--- src/rtl/ann_weight_pkg.sv ---
// ann_weight_pkg
// Shared constants and types for the neuron weight-read path.
//   WEIGHT_DEPTH   : number of weight words held in one neuron's BRAM
//   WEIGHT_ADDR_W  : BRAM address width (2**WEIGHT_ADDR_W >= WEIGHT_DEPTH)
//   WEIGHT_DATA_W  : width of one weight word
//   weight_state_t : sequencer states of weight_stream_reader
//   weight_entry_t : one buffered word plus the address it came from and
//                    whether it is the final word of the stream
package ann_weight_pkg;

    localparam int WEIGHT_DEPTH  = 28;
    localparam int WEIGHT_ADDR_W = 5;
    localparam int WEIGHT_DATA_W = 16;

    typedef enum logic [1:0] {
        IDLE,
        RUN,
        DRAIN,
        FIN
    } weight_state_t;

    typedef struct packed {
        logic [WEIGHT_DATA_W-1:0] data;
        logic [WEIGHT_ADDR_W-1:0] idx;
        logic                     last;
    } weight_entry_t;

endpackage

--- src/rtl/weight_skid_fifo.sv ---
// weight_skid_fifo
// Two-entry synchronous FIFO that holds words read from the weight BRAM
// until the MAC datapath accepts them. Push and pop in the same cycle are
// allowed and leave the count unchanged. The head entry never moves while
// it is not popped, so a stalled consumer sees stable data.
// Ports:
//   clk        : rising-edge clock
//   rst        : synchronous active-high reset, empties the FIFO
//   push       : write push_entry at the tail
//   push_entry : entry to store
//   pop        : remove the head entry (caller only pops when count != 0)
//   head       : entry at the head of the FIFO
//   count      : number of stored entries, 0..2
module weight_skid_fifo
    import ann_weight_pkg::*;
(
    input  logic          clk,
    input  logic          rst,
    input  logic          push,
    input  weight_entry_t push_entry,
    input  logic          pop,
    output weight_entry_t head,
    output logic [1:0]    count
);

    weight_entry_t mem [2];
    logic          wr_sel;
    logic          rd_sel;

    // Storage is cleared on reset so the head reads as all zeros afterwards.
    always_ff @(posedge clk) begin
        if (rst) begin
            mem[0] <= '0;
            mem[1] <= '0;
            wr_sel <= 1'b0;
            rd_sel <= 1'b0;
            count  <= 2'd0;
        end else begin
            if (push) begin
                mem[wr_sel] <= push_entry;
                wr_sel      <= ~wr_sel;
            end
            if (pop) begin
                rd_sel <= ~rd_sel;
            end
            case ({push, pop})
                2'b10:   count <= count + 2'd1;
                2'b01:   count <= count - 2'd1;
                default: count <= count;
            endcase
        end
    end

    assign head = mem[rd_sel];

    // The reader's credit scheme must never let a word arrive with no room.
    push_into_full: assert property (@(posedge clk) disable iff (rst)
        !(push && count == 2'd2));

endmodule

--- src/rtl/weight_stream_reader.sv ---
// weight_stream_reader
// Read-side sequencer for one neuron's weight BRAM. A START pulse streams
// every word, address 0 first, out on a valid/ready interface tagged with
// its source address and a last flag. Reads are issued only when the word
// they return is guaranteed a slot in the 2-entry output buffer, giving
// one word per cycle without backpressure and no lost words with it.
// Ports:
//   CLK       : clock; this block uses the rising edge, the BRAM the falling
//   RST       : synchronous active-high reset
//   START     : one-cycle request to stream all words, honoured only in IDLE
//   BUSY      : run in progress, up to and including the final handshake
//   DONE      : one-cycle pulse after the final handshake
//   BRAM_ADDR : registered read address
//   BRAM_EN   : registered read strobe, high only in read cycles
//   BRAM_WE   : tied low, this block never writes
//   BRAM_DI   : tied to zero
//   BRAM_DO   : BRAM read data
//   W_DATA    : weight word at the buffer head
//   W_IDX     : address the head word was read from
//   W_LAST    : head word is the final word of the stream
//   W_VALID   : head word valid
//   W_READY   : consumer accepts the head word when W_VALID is also high
module weight_stream_reader
    import ann_weight_pkg::*;
(
    input  logic                     CLK,
    input  logic                     RST,
    input  logic                     START,
    output logic                     BUSY,
    output logic                     DONE,
    output logic [WEIGHT_ADDR_W-1:0] BRAM_ADDR,
    output logic                     BRAM_EN,
    output logic                     BRAM_WE,
    output logic [WEIGHT_DATA_W-1:0] BRAM_DI,
    input  logic [WEIGHT_DATA_W-1:0] BRAM_DO,
    output logic [WEIGHT_DATA_W-1:0] W_DATA,
    output logic [WEIGHT_ADDR_W-1:0] W_IDX,
    output logic                     W_LAST,
    output logic                     W_VALID,
    input  logic                     W_READY
);

    localparam int                     PTR_W     = WEIGHT_ADDR_W + 1;
    localparam logic [PTR_W-1:0]         PTR_END   = PTR_W'(WEIGHT_DEPTH);
    localparam logic [WEIGHT_ADDR_W-1:0] LAST_ADDR = WEIGHT_ADDR_W'(WEIGHT_DEPTH - 1);

    weight_state_t            state_q;
    weight_state_t            state_d;
    logic [PTR_W-1:0]         rd_ptr_q;
    logic                     bram_en_q;
    logic [WEIGHT_ADDR_W-1:0] bram_addr_q;
    logic                     issue;
    logic                     pop;
    logic [2:0]               occupancy;
    logic [1:0]               fifo_count;
    weight_entry_t            push_entry;
    weight_entry_t            head;

    // A read whose strobe is high this cycle lands in the buffer at the end
    // of this cycle, so the strobe register doubles as the in-flight flag.
    // occupancy is the number of buffer slots spoken for after this edge.
    always_comb begin
        state_d   = state_q;
        issue     = 1'b0;
        pop       = W_VALID & W_READY;
        occupancy = 3'(fifo_count) + 3'(bram_en_q) - 3'(pop);
        case (state_q)
            IDLE: begin
                // rd_ptr is already zero here, so the START cycle itself
                // issues address 0 and the strobe appears one cycle later.
                if (START) begin
                    issue   = 1'b1;
                    state_d = RUN;
                end
            end
            RUN: begin
                if (rd_ptr_q == PTR_END) begin
                    state_d = DRAIN;
                end else if (occupancy < 3'd2) begin
                    issue = 1'b1;
                end
            end
            DRAIN: begin
                // Leave as the final word is handed over, so FIN (and DONE)
                // falls in the cycle right after that handshake.
                if (occupancy == 3'd0) begin
                    state_d = FIN;
                end
            end
            FIN: begin
                state_d = IDLE;
            end
            default: begin
                state_d = IDLE;
            end
        endcase
    end

    // Sequencer state, read pointer and registered BRAM port drive.
    always_ff @(posedge CLK) begin
        if (RST) begin
            state_q     <= IDLE;
            rd_ptr_q    <= '0;
            bram_en_q   <= 1'b0;
            bram_addr_q <= '0;
        end else begin
            state_q   <= state_d;
            bram_en_q <= issue;
            if (issue) begin
                bram_addr_q <= rd_ptr_q[WEIGHT_ADDR_W-1:0];
                rd_ptr_q    <= rd_ptr_q + PTR_W'(1);
            end else if (state_q == FIN) begin
                rd_ptr_q <= '0;
            end
        end
    end

    assign push_entry.data = BRAM_DO;
    assign push_entry.idx  = bram_addr_q;
    assign push_entry.last = (bram_addr_q == LAST_ADDR);

    weight_skid_fifo u_fifo (
        .clk        (CLK),
        .rst        (RST),
        .push       (bram_en_q),
        .push_entry (push_entry),
        .pop        (pop),
        .head       (head),
        .count      (fifo_count)
    );

    assign W_VALID   = (fifo_count != 2'd0);
    assign W_DATA    = head.data;
    assign W_IDX     = head.idx;
    assign W_LAST    = head.last;
    assign BUSY      = (state_q == RUN) || (state_q == DRAIN);
    assign DONE      = (state_q == FIN);
    assign BRAM_EN   = bram_en_q;
    assign BRAM_ADDR = bram_addr_q;
    assign BRAM_WE   = 1'b0;
    assign BRAM_DI   = '0;

endmodule

--- config.mk ---
export PLATFORM = sky130hd
export DESIGN_NAME = weight_stream_reader
export DESIGN_NICKNAME = d
export VERILOG_FILES = /design/src/rtl/ann_weight_pkg.sv /design/src/rtl/weight_skid_fifo.sv /design/src/rtl/weight_stream_reader.sv
export SDC_FILE = /design/constraint.sdc
export NUM_CORES = 1
export LEC_CHECK = 0
export CORE_ASPECT_RATIO = 1.4
export CORE_UTILIZATION = 50
export CTS_BUF_LIST = sky130_fd_sc_hd__clkbuf_4 sky130_fd_sc_hd__clkbuf_8 sky130_fd_sc_hd__clkbuf_16
export DETAILED_ROUTE_END_ITERATION = 10
export PLACE_DENSITY_LB_ADDON = 0.1
export SETUP_SLACK_MARGIN = 0.5
export SYNTH_ARGS = -nofsm -noshare
export SYNTH_HDL_FRONTEND = slang
export SYNTH_SLANG_ARGS = --single-unit
--- constraint.sdc ---
create_clock -name CLK -period 2.9 [get_ports CLK]
set_input_delay 0.435 -clock CLK [delete_from_list [all_inputs] [get_ports CLK]]
set_output_delay 0.435 -clock CLK [all_outputs]
set_load 0.005 [all_outputs]
==> reports/metrics.cfg <==
[status]
status = completed

[worst_setup_path]
setup.worst_path.end_class = flip-flop
crit_chain = nand2b_4 -> nor2_4 -> or2_4 -> ha_2 -> inv_1 -> fa_2 -> xnor2_2 -> nand2_2 -> o311a_4 -> a221o_1
r2r_start = u_fifo.count[0]
regToRegSetupSlack_ps = 550
crit_path_max_fanout = 6
worst-path-buf-inv = 1
critPathMaxStageDelay_ps = 350
crit_family = compound AO/OA/AOI/OAI gates
path_class = reg2reg
worstSetupStartpoint = u_fifo.count[0]
worst_ep_arrival_time_ps = 2560
cp-start-kind = flip-flop
slowest_stage = fa_2
cp.required_ps = 3110

[route]
route.vias.total = 1939
postRouteAntennaNets = 0
viasPerCell = 4.98
drtIter0Drc = 80
routed_wl_mm = 5.30
drc = 0
drt-pass1-iter-count = 4
avgRoutedWirePerCell_um = 13.6

[cts]
h-tree-depth = 3
numClockSinks = 63
worstSkewPairLatency_ps = 330
cts_tree = built
root_buffer = clkbuf_8
clkTransAtPathRegs_ps = 70
clk_path_buf_depth = 2
cts_buffers = 9

[global_route]
grt_antenna_before_repair = 0
grt_max_degree = 23
grt_pass1_vias = 1857
grt_overflow_total = 0
grtUsageTotal_pct = 18.7
grt_pass1_wl_mm = 8.60

[final_layout]
final_cell_mix = clkdlybuf4s50_1, and2_1, edfxtp_1
final_nets = 342
layout_commonest_cell = clkdlybuf4s50_1
antenna_cells = 0
area_delta_synth_final_pct = 25.4
drive_gt1_share_pct = 20.4

[pwr]
cellLeakagePower_uw = 0.00153
intPower_uw = 2030
seq_power_share_pct = 42.9
switching_power_uw = 780
p_clk_share_pct = 25.8
powerDensity_nw_per_um2 = 733
power.share.switching_pct = 27.7
total_power_uw = 2810
max-vdd-ir-drop_uv = 423
combPwrFrac_pct = 31.3

[sta]
slew_viol_final = 0
slew-limit-headroom_pct = 54.5
rsz0062_at_grt = true
fmaxAchievable_mhz = 426
tightestPinTransition_ps = 682
finalHoldViolCount = 0
fin_skew_ps = 5.68
setup_tns_ps = 0
post-route-min-period_ps = 2350
setup_viol = 0
fin_crit_sh_pct = 80.9

[floorplanning]
ios = 68
die_y_um = 94.6
start_util_pct = 52.2
rows = 33
core_area_um2 = 5860
die_x_um = 68.1
die_area_um2 = 6440

[synth]
ys_types = 38
yosysSeqAreaShare_pct = 55.6
yosys_register_bits = 63
syn_area_per_cell_um2 = 11.9
synth_area_um2 = 3060
syn_inst = 257
synthArstFlopShare_pct = 0
synth_flop_cell = edfxtp_1
synth_warnings = 0
synth_edf_count = 44

[place]
io_buffers = 50
dpl.hpwl_mm = 3.65
gp_congestion = 0.742

[hold_path]
hold_start = u_fifo.rd_sel
min_path_type = reg2reg

[run]
cap_violations = 0

[power by group through the flow]
stage | combinational [µW] | sequential, µW | clock, µW
2_1_floorplan | 519 | 1200 | 0
3_3_place_gp | 845 | 1220 | 0
3_5_place_dp | 854 | 1230 | 0
4_1_cts | 886 | 1210 | 746
5_1_grt | 974 | 1230 | 785
6_report | 881 | 1210 | 727
[what timing repair did]
action	in CTS	in global routing
pin swaps	6	2
endpoints found under the hold margin	0	0
hold buffers	0	0
gates resized for setup	13	2
endpoints found under the setup margin	14	25
setup buffers	1	1
[Yosys cell counts, types with 2 or more instances]
library cell / count / area share (%)
and2_1: 44 / 9.0
edfxtp_1: 44 / 43
buf_4: 22 / 5.4
mux2_2: 22 / 8.1
dfxtp_1: 19 / 12
nor2_1: 14 / 1.7
inv_1: 12 / 1.5
clkbuf_1: 7 / 0.86
ha_1: 7 / 2.9
mux2i_1: 7 / 2.3
nand2_1: 7 / 0.86
nor2b_1: 5 / 1.0
nor3_1: 5 / 0.82
and3_1: 4 / 0.82
nand3_1: 4 / 0.65
a22o_1: 3 / 0.86
a31oi_1: 3 / 0.61
a21oi_1: 2 / 0.33
a221o_1: 2 / 0.65
buf_1: 2 / 0.25
nand2b_1: 2 / 0.41
o21ai_0: 2 / 0.33
or2_2: 2 / 0.41
xnor2_1: 2 / 0.57
[area by class of cell]
cell class                      instances  area, µm²
Multi-Input combinational cell        166       1210
Timing Repair Buffer                   62        594
Tap cell                               70       87.6
Fill cell                             485       2020
Inverter                               12       45.0
Clock buffer                           10        131
Sequential cell                        63       1710
Clock inverter                          6       61.3
[registers in the layout, summed over array words and instances, names as in the netlist, named ones only]
| signal | flops |
|---|---|
| u_fifo.count | 2 |
| BRAM_EN | 1 |
| BRAM_ADDR | 5 |
| u_fifo.mem | 44 |
| state_q | 2 |
| rd_ptr_q | 6 |
| u_fifo.wr_sel | 1 |
| u_fifo.rd_sel | 1 |
[logic make-up (layout without fill, tap and decap cells)]
family / count (synthesis) / in the layout / share of synthesized area (%)
AND/OR/NAND/NOR: 90 / 90 / 16.4
XOR/XNOR: 4 / 4 / 1.39
flip-flops: 63 / 63 / 55.6
other: 1 / 17 / 0.122
AO/OA/AOI/OAI: 18 / 18 / 4.45
multiplexers: 29 / 29 / 10.4
adder cells (fa/ha/maj): 8 / 8 / 3.51
buffers and inverters: 44 / 90 / 8.13
[routing by layer]
layer / routed length [µm] / up-vias / global-route usage [%]
met4: 98 / 0 / 9.38
met5: 0 / - / 0
li1: - / 961 / -
met2: 2930 / 43 / 32.2
met1: 2050 / 927 / 19.7
met3: 221 / 8 / 6.04
[stage by stage]
step | setup slack (ps) | instances | utilization, % | cell area (µm²) | hold WS [ps]
2_1_floorplan | 519 | 273 | - | 3120 | 472
3_3_place_gp | -45.7 | 371 | 61.1 | 3580 | 488
3_5_place_dp | -136 | 371 | 61.1 | 3580 | 494
4_1_cts | 504 | 388 | 65.3 | 3830 | 510
5_1_grt | 479 | 389 | 65.5 | 3840 | 549
6_report | 553 | 389 | 65.5 | 3840 | 504
[worst register-to-register path: cells and delay by family (launching register included)]
kind,cells,cell delay (ps)
adder cells (fa/ha/maj),2,510
flip-flops,1,310
AO/OA/AOI/OAI,2,700
XOR/XNOR,1,180
AND/OR/NAND/NOR,4,480
buffers and inverters,1,50
[worst paths after layout]
| path | to | depth (start not counted) |
|---|---|---|
| setup / recovery | rd_ptr_q[3] | 10 |
| hold / removal | flip-flop | 2 |
| setup reg to reg | rd_ptr_q[3] | 10 |
| hold reg to reg | flip-flop | 2 |
Note: power is estimated with default switching activity, not from simulation.
